## src/rtl/fetch_sequencer.sv

```systemverilog
// Instruction-fetch sequencer: owns the PC, handshakes with imem, applies redirects/stalls.
// Optional fetch timeout (wait counter, ERROR state, fetch_error) enabled by `define FETCH_TIMEOUT_EN.
module fetch_sequencer #(
  parameter logic [31:0] RESET_PC = 32'h0000_0000,
  parameter int          MAX_WAIT = 15
) (
  input  logic        clk,
  input  logic        rst_n,
  input  logic        pc_src,
  input  logic [31:0] branch_target,
  input  logic        stall,
  input  logic        imem_ready,
  output logic        imem_req,
  output logic [31:0] imem_addr,
  output logic [31:0] pc,
  output logic [31:0] pc_plus4,
  output logic        if_id_write,
  output logic        if_id_flush,
  output logic        fetch_error
);

  typedef enum logic [1:0] {BOOT, REQ, HOLD, ERROR} state_t;

  state_t      state;
  state_t      next_state;
  logic [31:0] next_pc;

  function automatic logic [31:0] add4(input logic [31:0] a);
    return a + 32'd4;
  endfunction

  assign pc_plus4  = add4(pc);
  assign imem_addr = pc;

`ifdef FETCH_TIMEOUT_EN
  logic [3:0] wait_cnt;
  logic       timeout;

  // Counts consecutive not-ready cycles of the current fetch; any other outcome restarts it.
  assign timeout = (wait_cnt == 4'(MAX_WAIT - 1));

  always_ff @(posedge clk or negedge rst_n) begin
    if (!rst_n) begin
      wait_cnt <= 4'd0;
    end else if (state == REQ && !pc_src && !stall && !imem_ready) begin
      wait_cnt <= wait_cnt + 4'd1;
    end else begin
      wait_cnt <= 4'd0;
    end
  end
`else
  logic unused_max_wait;
  assign unused_max_wait = (MAX_WAIT == 0);
`endif

  always_ff @(posedge clk or negedge rst_n) begin
    if (!rst_n) begin
      state <= BOOT;
      pc    <= RESET_PC;
    end else begin
      state <= next_state;
      pc    <= next_pc;
    end
  end

  always_comb begin
    next_state = state;
    next_pc    = pc;
    case (state)
      BOOT: next_state = REQ;
      REQ: begin
        if (pc_src) begin
          next_pc = branch_target;
        end else if (stall) begin
          next_state = HOLD;
        end else if (imem_ready) begin
          next_pc = pc_plus4;
        end
`ifdef FETCH_TIMEOUT_EN
        else if (timeout) begin
          next_state = ERROR;
        end
`endif
      end
      HOLD: begin
        if (pc_src) begin
          next_pc    = branch_target;
          next_state = REQ;
        end else if (!stall) begin
          next_state = REQ;
        end
      end
`ifdef FETCH_TIMEOUT_EN
      ERROR: next_state = ERROR;
`endif
      default: next_state = BOOT;
    endcase
  end

  // Write and flush are Mealy: they respond to the inputs in the same cycle.
  always_comb begin
    imem_req    = 1'b0;
    if_id_write = 1'b0;
    if_id_flush = 1'b0;
    fetch_error = 1'b0;
    case (state)
      REQ: begin
        imem_req = 1'b1;
        if (pc_src) begin
          if_id_flush = 1'b1;
        end else if (!stall && imem_ready) begin
          if_id_write = 1'b1;
        end
      end
      HOLD: if_id_flush = pc_src;
`ifdef FETCH_TIMEOUT_EN
      ERROR: fetch_error = 1'b1;
`endif
      default: ;
    endcase
  end

endmodule

```

## config.mk

```make
export PLATFORM = sky130hd
export DESIGN_NAME = fetch_sequencer
export DESIGN_NICKNAME = d
export VERILOG_FILES = /design/src/rtl/fetch_sequencer.sv
export SDC_FILE = /design/constraint.sdc
export NUM_CORES = 1
export LEC_CHECK = 0
export ABC_AREA = 1
export CAP_MARGIN = 25
export CORE_ASPECT_RATIO = 1.75
export CORE_UTILIZATION = 38
export CTS_CLUSTER_DIAMETER = 30
export DETAILED_ROUTE_END_ITERATION = 8
export PLACE_DENSITY_LB_ADDON = 0.25
export RECOVER_POWER = 50
export SKIP_LAST_GASP = 1
export SLEW_MARGIN = 5
export SYNTH_ARGS = -nofsm -noshare
export SYNTH_HDL_FRONTEND = slang
export SYNTH_SLANG_ARGS = --single-unit
```

## constraint.sdc

```tcl
create_clock -name clk -period 1.5 [get_ports clk]
set_input_delay 0.3 -clock clk [delete_from_list [all_inputs] [get_ports clk]]
set_output_delay 0.3 -clock clk [all_outputs]
set_load 0.05 [all_outputs]
```

==> impl_metrics.yaml, run 1 <==
sta:
  repair-timing-grt-worst-ep: "pc_plus4[30]"
  worst_endpoint_kind: "output port"
logic_synthesis:
  synth_fp_nets: 503
  synth_area_um2: 2904
  post_synth_top_area_share_pct: 29.30
  synthDistinctLibCells: 29
  postSynthRegisterBits: 34
  yosysWarningCount: 0
  seq_area_frac_synth_pct: 29.30
  synthDominantAreaCellType: "dfrtp_1"
  synthesis.instances: 462
  synth_top_cells_by_area: "dfrtp_1 (29%), nand2_1 (21%), buf_4 (9.6%)"
  synthesis.area_per_instance_um2: 6.286
cts:
  cts_made_buffers: 5
  clockRootBuffer: "clkbuf_16"
  cts_htree_levels: 2
  clockBufferDepth: 2
  cts.sink_count: 34
die:
  initial_core_util_pct: 39.87
  top_level_ports: 137
  die-width_um: 68.09
  placement_rows: 41
  die_h_um: 117.6
outcome:
  status: "aborted with a tool error"
  tool_error: "[ERROR DPL-0038] Utilization greater than 100%, impossible to legalize"
  stop_stage: "global routing (5_1_grt)"
placement:
  placedInstanceArea_um2: 5928
  numPortBuffers: 135
  placer_s_final_routability_congestion_estimate: 0.8971
  detailedPlacementHpwl_um: 8901
grt:
  grt_start_max_net_pins: 33
[Yosys cell counts]
master and n:
a21oi_1 14, a21oi_2 2, a31oi_1 2, and2_1 1, buf_1 3, buf_2 4
buf_4 37, clkbuf_1 2, conb_1 1, dfrtp_1 34, ha_1 4, inv_1 42
inv_2 2, nand2_1 159, nand2_2 3, nand2_4 3, nand3_1 25, nand3b_1 2
nand3b_2 1, nand4_1 1, nor2_1 73, nor2_2 6, nor2_4 6, nor2_8 1
nor3_1 1, o21ai_0 17, o21ai_1 2, o22ai_1 7, xor2_1 7
[logic make-up after synthesis]
logic type	synth area share, %
simple gates	41.92
buf+inv	16.59
compound gates	8.229
flops	29.30
xor+xnor	2.111
fa+ha+maj	1.723
other cells	0.1291
[timing repair]
item	4_1_cts
setup endpoints to repair	64
hold buffers	1
setup buffers	21
gates resized for setup	78
pin swaps	18
gates cloned	4
hold endpoints to repair	16
[per-stage QoR]
step | hold WS [ns] | setup TNS [ns] | setup slack (ns) | std cells
2_1_floorplan | 0.004409 | -23.57 | -0.5478 | 462
3_3_place_gp | 0.2675 | -10.60 | -0.2730 | 709
3_5_place_dp | 0.2761 | -14.24 | -0.3783 | 709
4_1_cts | 0.5106 | -17.91 | -0.5821 | 741
==> run 2, diff against run 1 <==
- CORE_ASPECT_RATIO: 1.75 -> default
- CORE_UTILIZATION: 38 -> 40
- CTS_CLUSTER_DIAMETER: 30 -> default
- PLACE_DENSITY_LB_ADDON: 0.25 -> 0.15
- clock period: 1.5 -> 1.95 ns (I/O delays scaled with it)
==> run 2 against run 1 <==
  * The flow now finishes, with violations (setup timing)
  * Synthesized cell count is the same
  * Area after synthesis unchanged
==> impl_metrics.yaml, run 2 <==
logic_synthesis:
  synth-main-ff-cell: "dfrtp_1"
  post_synth_top_area_share_pct: 29.30
  synthesis.area_per_instance_um2: 6.286
  most_frequent_cell_after_synthesis: "nand2_1"
  synthDominantAreaCellType: "dfrtp_1"
  synth_area_um2: 2904
  synth_fp_nets: 503
  yosysWarningCount: 0
  synthesis.instances: 462
  synthDistinctLibCells: 29
  postSynthRegisterBits: 34
  synth-edff-count: 0
  netlist_top_cells_count: "nand2_1 (159), nor2_1 (73), inv_1 (42)"
  seq_area_frac_synth_pct: 29.30
  synth_async_sr_flop_share_pct: 100.0
  synth_top_cells_by_area: "dfrtp_1 (29%), nand2_1 (21%), buf_4 (9.6%)"
cts:
  cts.reportedPaths.clkPinSlew_ns: 0.08
  cts.sink_count: 34
  cts_htree_levels: 2
  clock_latency_ns: 0.30
  cts_tree: "done"
  cts_made_buffers: 5
  clockRootBuffer: "clkbuf_8"
  clockBufferDepth: 2
setup_path:
  regToRegSetupSlack_ns: 0.17
  worstSetupPathType: "reg -> out"
  worstPathRequired_ns: 1.56
  crit_path_end_kind: "output port"
  cp.arrival_ns: 1.80
  rr_worst_depth: 7
  crit-reg2reg-launch: "state[0]"
  setup.worst_path.start_class: "flop"
  critical_path.reg2reg.endpoint: "imem_addr[13]"
  path_max_fanout: 5
placement:
  detailedPlacementHpwl_um: 7210
  placed_cells: 674
  numPortBuffers: 135
  placer_s_final_routability_congestion_estimate: 0.8317
grt:
  grt_util_all_layers_pct: 27.41
  antenna_violations_before_repair: 0
  grt_first_pass_wirelength_um: 16220
  grt_pass1_vias: 3485
  remaining_global_route_overflow: 0
  grt_start_max_net_pins: 43
sta:
  rsz0062_at_grt: "true"
  tightestPinTransition_ns: 0.9580
  layout_setup_ws_ns: -0.2423
  final_max_slew_viol_count: 0
  finalHoldWorstSlack_ns: 0.2160
  report.final.hold_viol_count: 0
  clock_skew_after_layout_ns: 0.009798
  finalCritPeriodShare_pct: 112.4
  layout_min_cycle_time_ns: 2.192
  fmax_achieved_mhz: 456.1
  max-slew-margin-rel_pct: 36.13
  finalSetupViolations: 27
die:
  placement_rows: 30
  core_region_area_um2: 6907
  floorplan.die_area_um2: 7605
  die_h_um: 87.21
  top_level_ports: 137
  initial_core_util_pct: 42.05
  die-width_um: 87.21
final_layout:
  mostFrequentLayoutCell: "buf_4"
  finish.net_count: 656
  nFillCells: 510
  drive_gt1_share_pct: 43.51
  layout.cells.most_common_list: "buf_4 (109), nand2_1 (108), nor2_1 (64), inv_1 (40), clkdlybuf4s50_1 (39)"
  area.growth.synth_to_final_pct: 82.51
  num_antenna_cells: 0
  filler_free_cell_count_of_the_finished_design: 712
  largest_reg_flops: 32
route:
  drc_violation_total_after_the_first_tritonroute_iteration: 185
  num_vias: 3565
  first_pass_iters: 5
  wire_per_inst_um: 14.63
  routed_wl_um: 10420
  drc: 0
  number_of_antenna_violating_nets_in_the_routed_design: 0
  detail_route.vias_per_cell: 5.007
outcome:
  violations_in_the_final_reports: "setup timing"
  status: "complete, but fails checks"
job:
  max_cap_violations: 0
min_path:
  hold_path.class: "in -> async"
[run 2: worst max-delay path by stage]
stage,start,endpoint,depth (start not counted)
after global routing,imem_addr[2],pc_plus4[30],9
after CTS,imem_addr[2],pc_plus4[30],9
final,imem_addr[5],pc_plus4[11],7
after global placement,imem_addr[2],pc_plus4[28],9
after floorplan,imem_addr[2],pc_plus4[29],6
after detailed placement,imem_ready,imem_addr[13],7
[run 2: critical path: stages (launching register included)]
cell      delay [ns]
dfrtp_2         0.43
nand2_1         0.15
nor2_4          0.23
nand3b_1        0.19
buf_4           0.19
nand2_1         0.11
nand2_4         0.08
buf_12          0.14
[run 2: stage by stage]
step | util [%] | TNS [ns] | setup slack, ns | instance area (um2)
final | 76.74 | -4.305 | -0.2423 | 5300
after global routing | 76.74 | -6.234 | -0.3124 | 5300
after CTS | 74.15 | -3.954 | -0.2226 | 5121
after detailed placement | 68.59 | -0.3399 | -0.08270 | 4737
after global placement | 68.59 | 0 | 0.03661 | 4737
after floorplan | - | -3.285 | -0.1881 | 3192
[run 2: routing by layer]
layer  wire (um)  track usage (%)  vias to the layer above
met5           0                0                        -
met4         191            7.899                        0
met3         713            6.066                       25
met2        5497            49.96                      174
met1        4014            32.15                     1670
li1            -                -                     1696
[run 2: layout make-up]
| type | instances | area (um2) | area share (%) |
|---|---|---|---|
| clock buffers | 7 | 86.33 | 1.629 |
| inverters | 44 | 171.4 | 3.234 |
| repair buffers | 192 | 1967 | 37.11 |
| flip-flops and latches | 34 | 859.6 | 16.22 |
| well taps | 96 | 120.1 | 2.266 |
| multi-input cells | 338 | 2091 | 39.45 |
| clock inverters | 1 | 5.005 | 0.09443 |
[run 2: kinds of logic after synthesis]
| logic type | after synthesis | share of synthesized area (%) |
|---|---|---|
| xor+xnor | 7 | 2.111 |
| buf+inv | 90 | 16.59 |
| flops | 34 | 29.30 |
| other cells | 1 | 0.1291 |
| simple gates | 282 | 41.92 |
| fa+ha+maj | 4 | 1.723 |
| compound gates | 44 | 8.229 |
[run 2: what timing repair did]
| item | in CTS | in global routing |
|---|---|---|
| hold buffers | 0 | 0 |
| pin swaps | 30 | 20 |
| endpoints found under the setup margin | 24 | 38 |
| buffers inserted | 20 | 10 |
| resized for setup | 39 | 32 |
| endpoints found under the hold margin | 0 | 0 |
Power of run 2 is left out: the tool's default activity adds up to more than one toggle a clock period on the data nets, which glitch-free logic cannot reach.
==> run 3, diff against run 2 <==
- CORE_UTILIZATION: 40 -> 42
- CTS_BUF_LIST: default -> sky130_fd_sc_hd__clkbuf_8
- SKIP_LAST_GASP: 1 -> default
==> run 3 against run 2 <==
  * Routed wire length increased by 7.8%
  * Flip-flop and latch count unchanged
  * Critical path depth did not move
  * Hold slack gained 0.18 ns
  * Register-to-register slack got worse by 0.02 ns
  * Largest cell class unchanged
  * Global-route usage rose by 1.3 points
  * Highest routed layer unchanged
  * Non-clock buffer count fell by 7
  * The run still ends with setup timing left
  * Critical path type unchanged
  * Sequential share of layout area is 0.11 points higher
  * Core utilization grew 4.5 points
  * Critical endpoint is now pc_plus4[14]
  * Worst setup slack got worse by 0.029 ns
  * Fmax decreased by 1.3%
  * Clock skew is 0.0013 ns higher
==> impl_metrics.yaml, run 3 (same netlist as run 2, synthesis figures left out) <==
route:
  first_pass_iters: 5
  number_of_antenna_violating_nets_in_the_routed_design: 0
  detail_route.vias_per_cell: 5.303
  drc_violation_total_after_the_first_tritonroute_iteration: 218
  drc: 0
  num_vias: 3638
  wire_per_inst_um: 16.36
  routed_wl_um: 11230
grt:
  grt_start_max_net_pins: 43
  remaining_global_route_overflow: 0
  antenna_violations_before_repair: 0
  grt_first_pass_wirelength_um: 16250
  grt_util_all_layers_pct: 28.76
  grt_pass1_vias: 3520
cts:
  cts.reportedPaths.clkPinSlew_ns: 0.08
  clockBufferDepth: 2
  post_cts_hold_buffer_count: 0
  cts_htree_levels: 2
  cts.sink_count: 34
  cts_tree: "done"
  clock_latency_ns: 0.30
  clockRootBuffer: "clkbuf_8"
  cts_made_buffers: 5
die:
  top_level_ports: 137
  initial_core_util_pct: 44.71
  placement_rows: 29
  core_region_area_um2: 6495
  die-width_um: 85.15
  die_h_um: 85.15
  floorplan.die_area_um2: 7251
final_layout:
  multi_input_comb_area_um2: 2082
  finish.net_count: 649
  drive_gt1_share_pct: 43.84
  sequential_cell_area_um2: 862.1
  num_antenna_cells: 0
  finalInstanceArea_um2: 5279
  layout.cells.most_common_list: "nand2_1 (108), buf_4 (103), nor2_1 (65), inv_1 (40), clkdlybuf4s50_1 (40)"
  mostFrequentLayoutCell: "nand2_1"
  nFillCells: 422
  area.growth.synth_to_final_pct: 81.78
  largest_reg_flops: 32
setup_path:
  critical_path.reg2reg.endpoint: "imem_addr[5]"
  timing.critical_path.from: "imem_addr[2]"
  worstSetupPathType: "reg -> out"
  crit_path_frequent_cell: "nand2_4"
  rr_worst_depth: 7
  setup.worst_path.start_class: "flop"
  critical_path_sink: "pc_plus4[14]"
  crit_path_end_kind: "output port"
  cp.arrival_ns: 1.83
  worstPathRequired_ns: 1.56
  crit_path_cell_trace: "ha_4 -> nand2_4 -> nor2_4 -> nand2_4 -> o21ai_1 -> nand2_4 -> buf_12"
  cp_slowest_stage_delay_ns: 0.43
  path_max_fanout: 8
  regToRegSetupSlack_ns: 0.15
  crit-reg2reg-launch: "state[0]"
  slowest_stage_cell_on_the_critical_path: "dfrtp_2"
outcome:
  violations_in_the_final_reports: "setup timing"
  status: "complete, but fails checks"
job:
  max_cap_violations: 0
placement:
  placer_s_final_routability_congestion_estimate: 0.8463
  numPortBuffers: 135
  pre_cts_slack_ns: -0.04609
  detailedPlacementHpwl_um: 7333
  placedInstanceArea_um2: 4698
sta:
  finalCritPeriodShare_pct: 113.9
  max-slew-margin-rel_pct: 5.403
  report.final.hold_viol_count: 0
  finalSetupViolations: 27
  fmax_achieved_mhz: 450.2
  layout_min_cycle_time_ns: 2.221
  rsz0062_at_grt: "true"
  setup_tns_ns: -5.188
  final_max_slew_viol_count: 0
  layout_setup_ws_ns: -0.2710
  clock_skew_after_layout_ns: 0.01113
  tightestPinTransition_ns: 1.419
min_path:
  hold_path.class: "in -> async"
-- run 3: cell types whose count changed in the layout (fill, tap and decap cells not counted), moves of 2 or more --
| cell | previous run | this run |
|---|---|---|
| buf_4 | 109 | 103 |
| bufinv_16 | 0 | 2 |
| clkbuf_1 | 6 | 2 |
| dfrtp_1 | 27 | 25 |
| dfrtp_2 | 7 | 9 |
| nand3_1 | 17 | 15 |
| nand3_2 | 7 | 10 |
-- run 3: worst min-delay path by stage --
stage                      from  cells after the start      endpoint
final                     rst_n                      1  imem_addr[3]
after global routing      rst_n                      1  imem_addr[3]
after CTS                 rst_n                      1  imem_addr[4]
after detailed placement  rst_n                      1  imem_addr[4]
after global placement    rst_n                      1  imem_addr[4]
after floorplan           rst_n                      0  imem_addr[0]
-- run 3: timing repair --
| item | CTS | global route |
|---|---|---|
| pin swaps | 24 | 22 |
| gates resized for setup | 30 | 41 |
| setup endpoints to repair | 24 | 35 |
| buffers inserted | 12 | 13 |
-- run 3: per-stage QoR --
stage | util (%) | cells | hold WS, ns
3_3_place_gp | 72.34 | 653 | 0.4179
4_1_cts | 77.79 | 673 | 0.09805
2_1_floorplan | - | 462 | 0.09441
5_1_grt | 81.28 | 686 | 0.4855
6_report | 81.28 | 686 | 0.3995
3_5_place_dp | 72.34 | 653 | 0.4144
-- run 3: critical path: cells and delay by family, from the launching register on --
kind,cells,cell delay (ns)
AO/OA/AOI/OAI,1,0.30
flip-flops,1,0.43
AND/OR/NAND/NOR,4,0.46
adder cells (fa/ha/maj),1,0.16
buffers and inverters,1,0.16
-- run 3: layer usage --
metal  vias to the layer above  global-route usage (%)  wire length (um)
li1                       1681                       -                 -
met1                      1751                   31.61              4244
met2                       166                   53.59              5945
met3                        40                   5.447               653
met4                         0                   12.63               381
met5                         -                       0                 0
-- run 3: layout make-up --
type | instances | area share (%)
clock buffer | 6 | 1.564
clock inverter | 2 | 1.138
inverter | 44 | 3.247
multi-input combinational | 338 | 39.44
sequential | 34 | 16.33
tap | 77 | 1.825
timing repair buffer | 185 | 36.45
Power of run 3 is left out for the same reason.
==> patch (settings of run 2) <==
Add a define of `FETCH_TIMEOUT_EN`.
--- a/src/rtl/fetch_sequencer.sv
+++ b/src/rtl/fetch_sequencer.sv
@@ -1,4 +1,6 @@
 // Instruction-fetch sequencer: owns the PC, handshakes with imem, applies redirects/stalls.
 // Optional fetch timeout (wait counter, ERROR state, fetch_error) enabled by `define FETCH_TIMEOUT_EN.
+`define FETCH_TIMEOUT_EN
+
 module fetch_sequencer #(
   parameter logic [31:0] RESET_PC = 32'h0000_0000,
Function: no difference found for any inputs over 10 cycles, from zero or initial values and one cycle with rst_n low; that may be too few to reach the edited logic, so the function may still have changed.
==> patch against run 2 <==
  * The flow still finishes with violations (negative setup slack)
  * Count of clock-buffer cells in the layout did not move
  * Hold slack gained 0.0028 ns
  * Sequential cell count is 4 higher
  * Synthesized area rose by 4.1%
  * Final cell count up 2.1%
  * Cell area increased by 1.7%
  * Non-clock buffer count decreased by 7
  * Setup slack got worse by 0.059 ns
  * Wire length shrank 4.8%
  * Critical path type unchanged
  * Critical endpoint is now pc_plus4[20]
Power is not shown: default switching activity piles up to over one toggle a cycle in this logic, so the estimate is an artifact.
==> patch: results (changes against run 2) <==
status -> complete, but fails checks
failing checks -> negative setup slack
non-filler instance count after layout -> 727 (+2.1%)
Synth Net Count -> 523 (+4.0%)
Synth Area in Compound Gates -> 8.07% (-0.16 points)
M2 GR Usage -> 47.6% (-2.3 points)
synth top area cells -> dfrtp_1 31%, nand2_1 20%, nor2_1 10%
pre-CTS setup slack -> -0.0106 ns (+0.0721 ns)
Adder-Cell Fraction of Synth Area -> 2.48% (+0.76 points)
sequential fraction of the synthesis area -> 31.5% (+2.2 points)
Synth cell types -> 25 (-14%)
Arrival @ worst endpoint -> 1.86 ns (+0.06 ns)
share of cells above drive strength 1 -> 38.5% (-5.0 points)
crit-path max FO -> 4 (-1)
Final WS setup -> -0.301 ns (-0.0587 ns)
metal1 wirelength -> 4170 um (+3.9%)
worst reg2reg path depth -> 9 (+2)
met3 Use GR -> 4.06% (-2.0 points)
Syn Inst Count -> 480 (+3.9%)
R2R Path End -> imem_addr[9]
number of setup buffers added after CTS -> 11 (-45%)
met1 Use GR -> 31.2% (-0.92 points)
Post-Route WL -> 9920 um (-4.8%)
Reg2Reg Setup Slack -> 0.12 ns (-0.05 ns)
Crit Reg-Reg Startpoint -> state[1]
# setup viols final -> 28 (+3.7%)
Setup crit end -> pc_plus4[20]
Rel. slew slack -> 34.9% (-1.2 points)
DR iter-0 viols -> 123 (-34%)
hold slack -> 0.219 ns (+0.00281 ns)
largest net degree at the start of global routing -> 24 (-44%)
first-pass GRT wire length -> 15500 um (-4.5%)
PortBufs -> 136 (+0.74%)
Post-synth top cells -> 163 x nand2_1, 81 x nor2_1, 45 x inv_1, 38 x dfrtp_1, 34 x buf_4
crit path from -> imem_addr[2]
vias in the first global route -> 3220 (-7.6%)
metal3 WL -> 461 um (-35%)
hpwl dp -> 7440 um (+3.2%)
Resize count post-CTS -> 35 (-10%)
patch: changes by cell type after synthesis, moves of 3 or more:
cell / before / now
dfrtp_1: 34 / 38
buf_1: 3 / 0
o22ai_1: 7 / 4
buf_4: 37 / 34
nand2_1: 159 / 163
nor2_1: 73 / 81
a21oi_1: 14 / 23
inv_1: 42 / 45
patch: area by class of cell:
cell class                 instances  area (um^2)  share of cell area, %
inverter                          46          176                   3.27
clock inverter                     1         5.00                 0.0928
tap                               99          124                   2.30
sequential                        38          960                   17.8
multi-input combinational        351         2100                   39.0
timing repair buffer             185         1940                   35.9
clock buffer                       7         86.3                   1.60
patch: critical path: stages (launching register included):
cell and delay, ns:
dfrtp_2 0.42, ha_4 0.16, nand2_4 0.05, nor2_4 0.19
nand3b_1 0.23, o21ai_2 0.24, nand2_2 0.10, buf_12 0.15
patch: cell families after synthesis:
family                     count (synthesis)
AOI/OAI and AO/OA                         47
xor gates and xnor gates                   9
adders and majority gates                  6
buffers and inverters                     91
DFF                                       38
and+or+nand+nor                          289
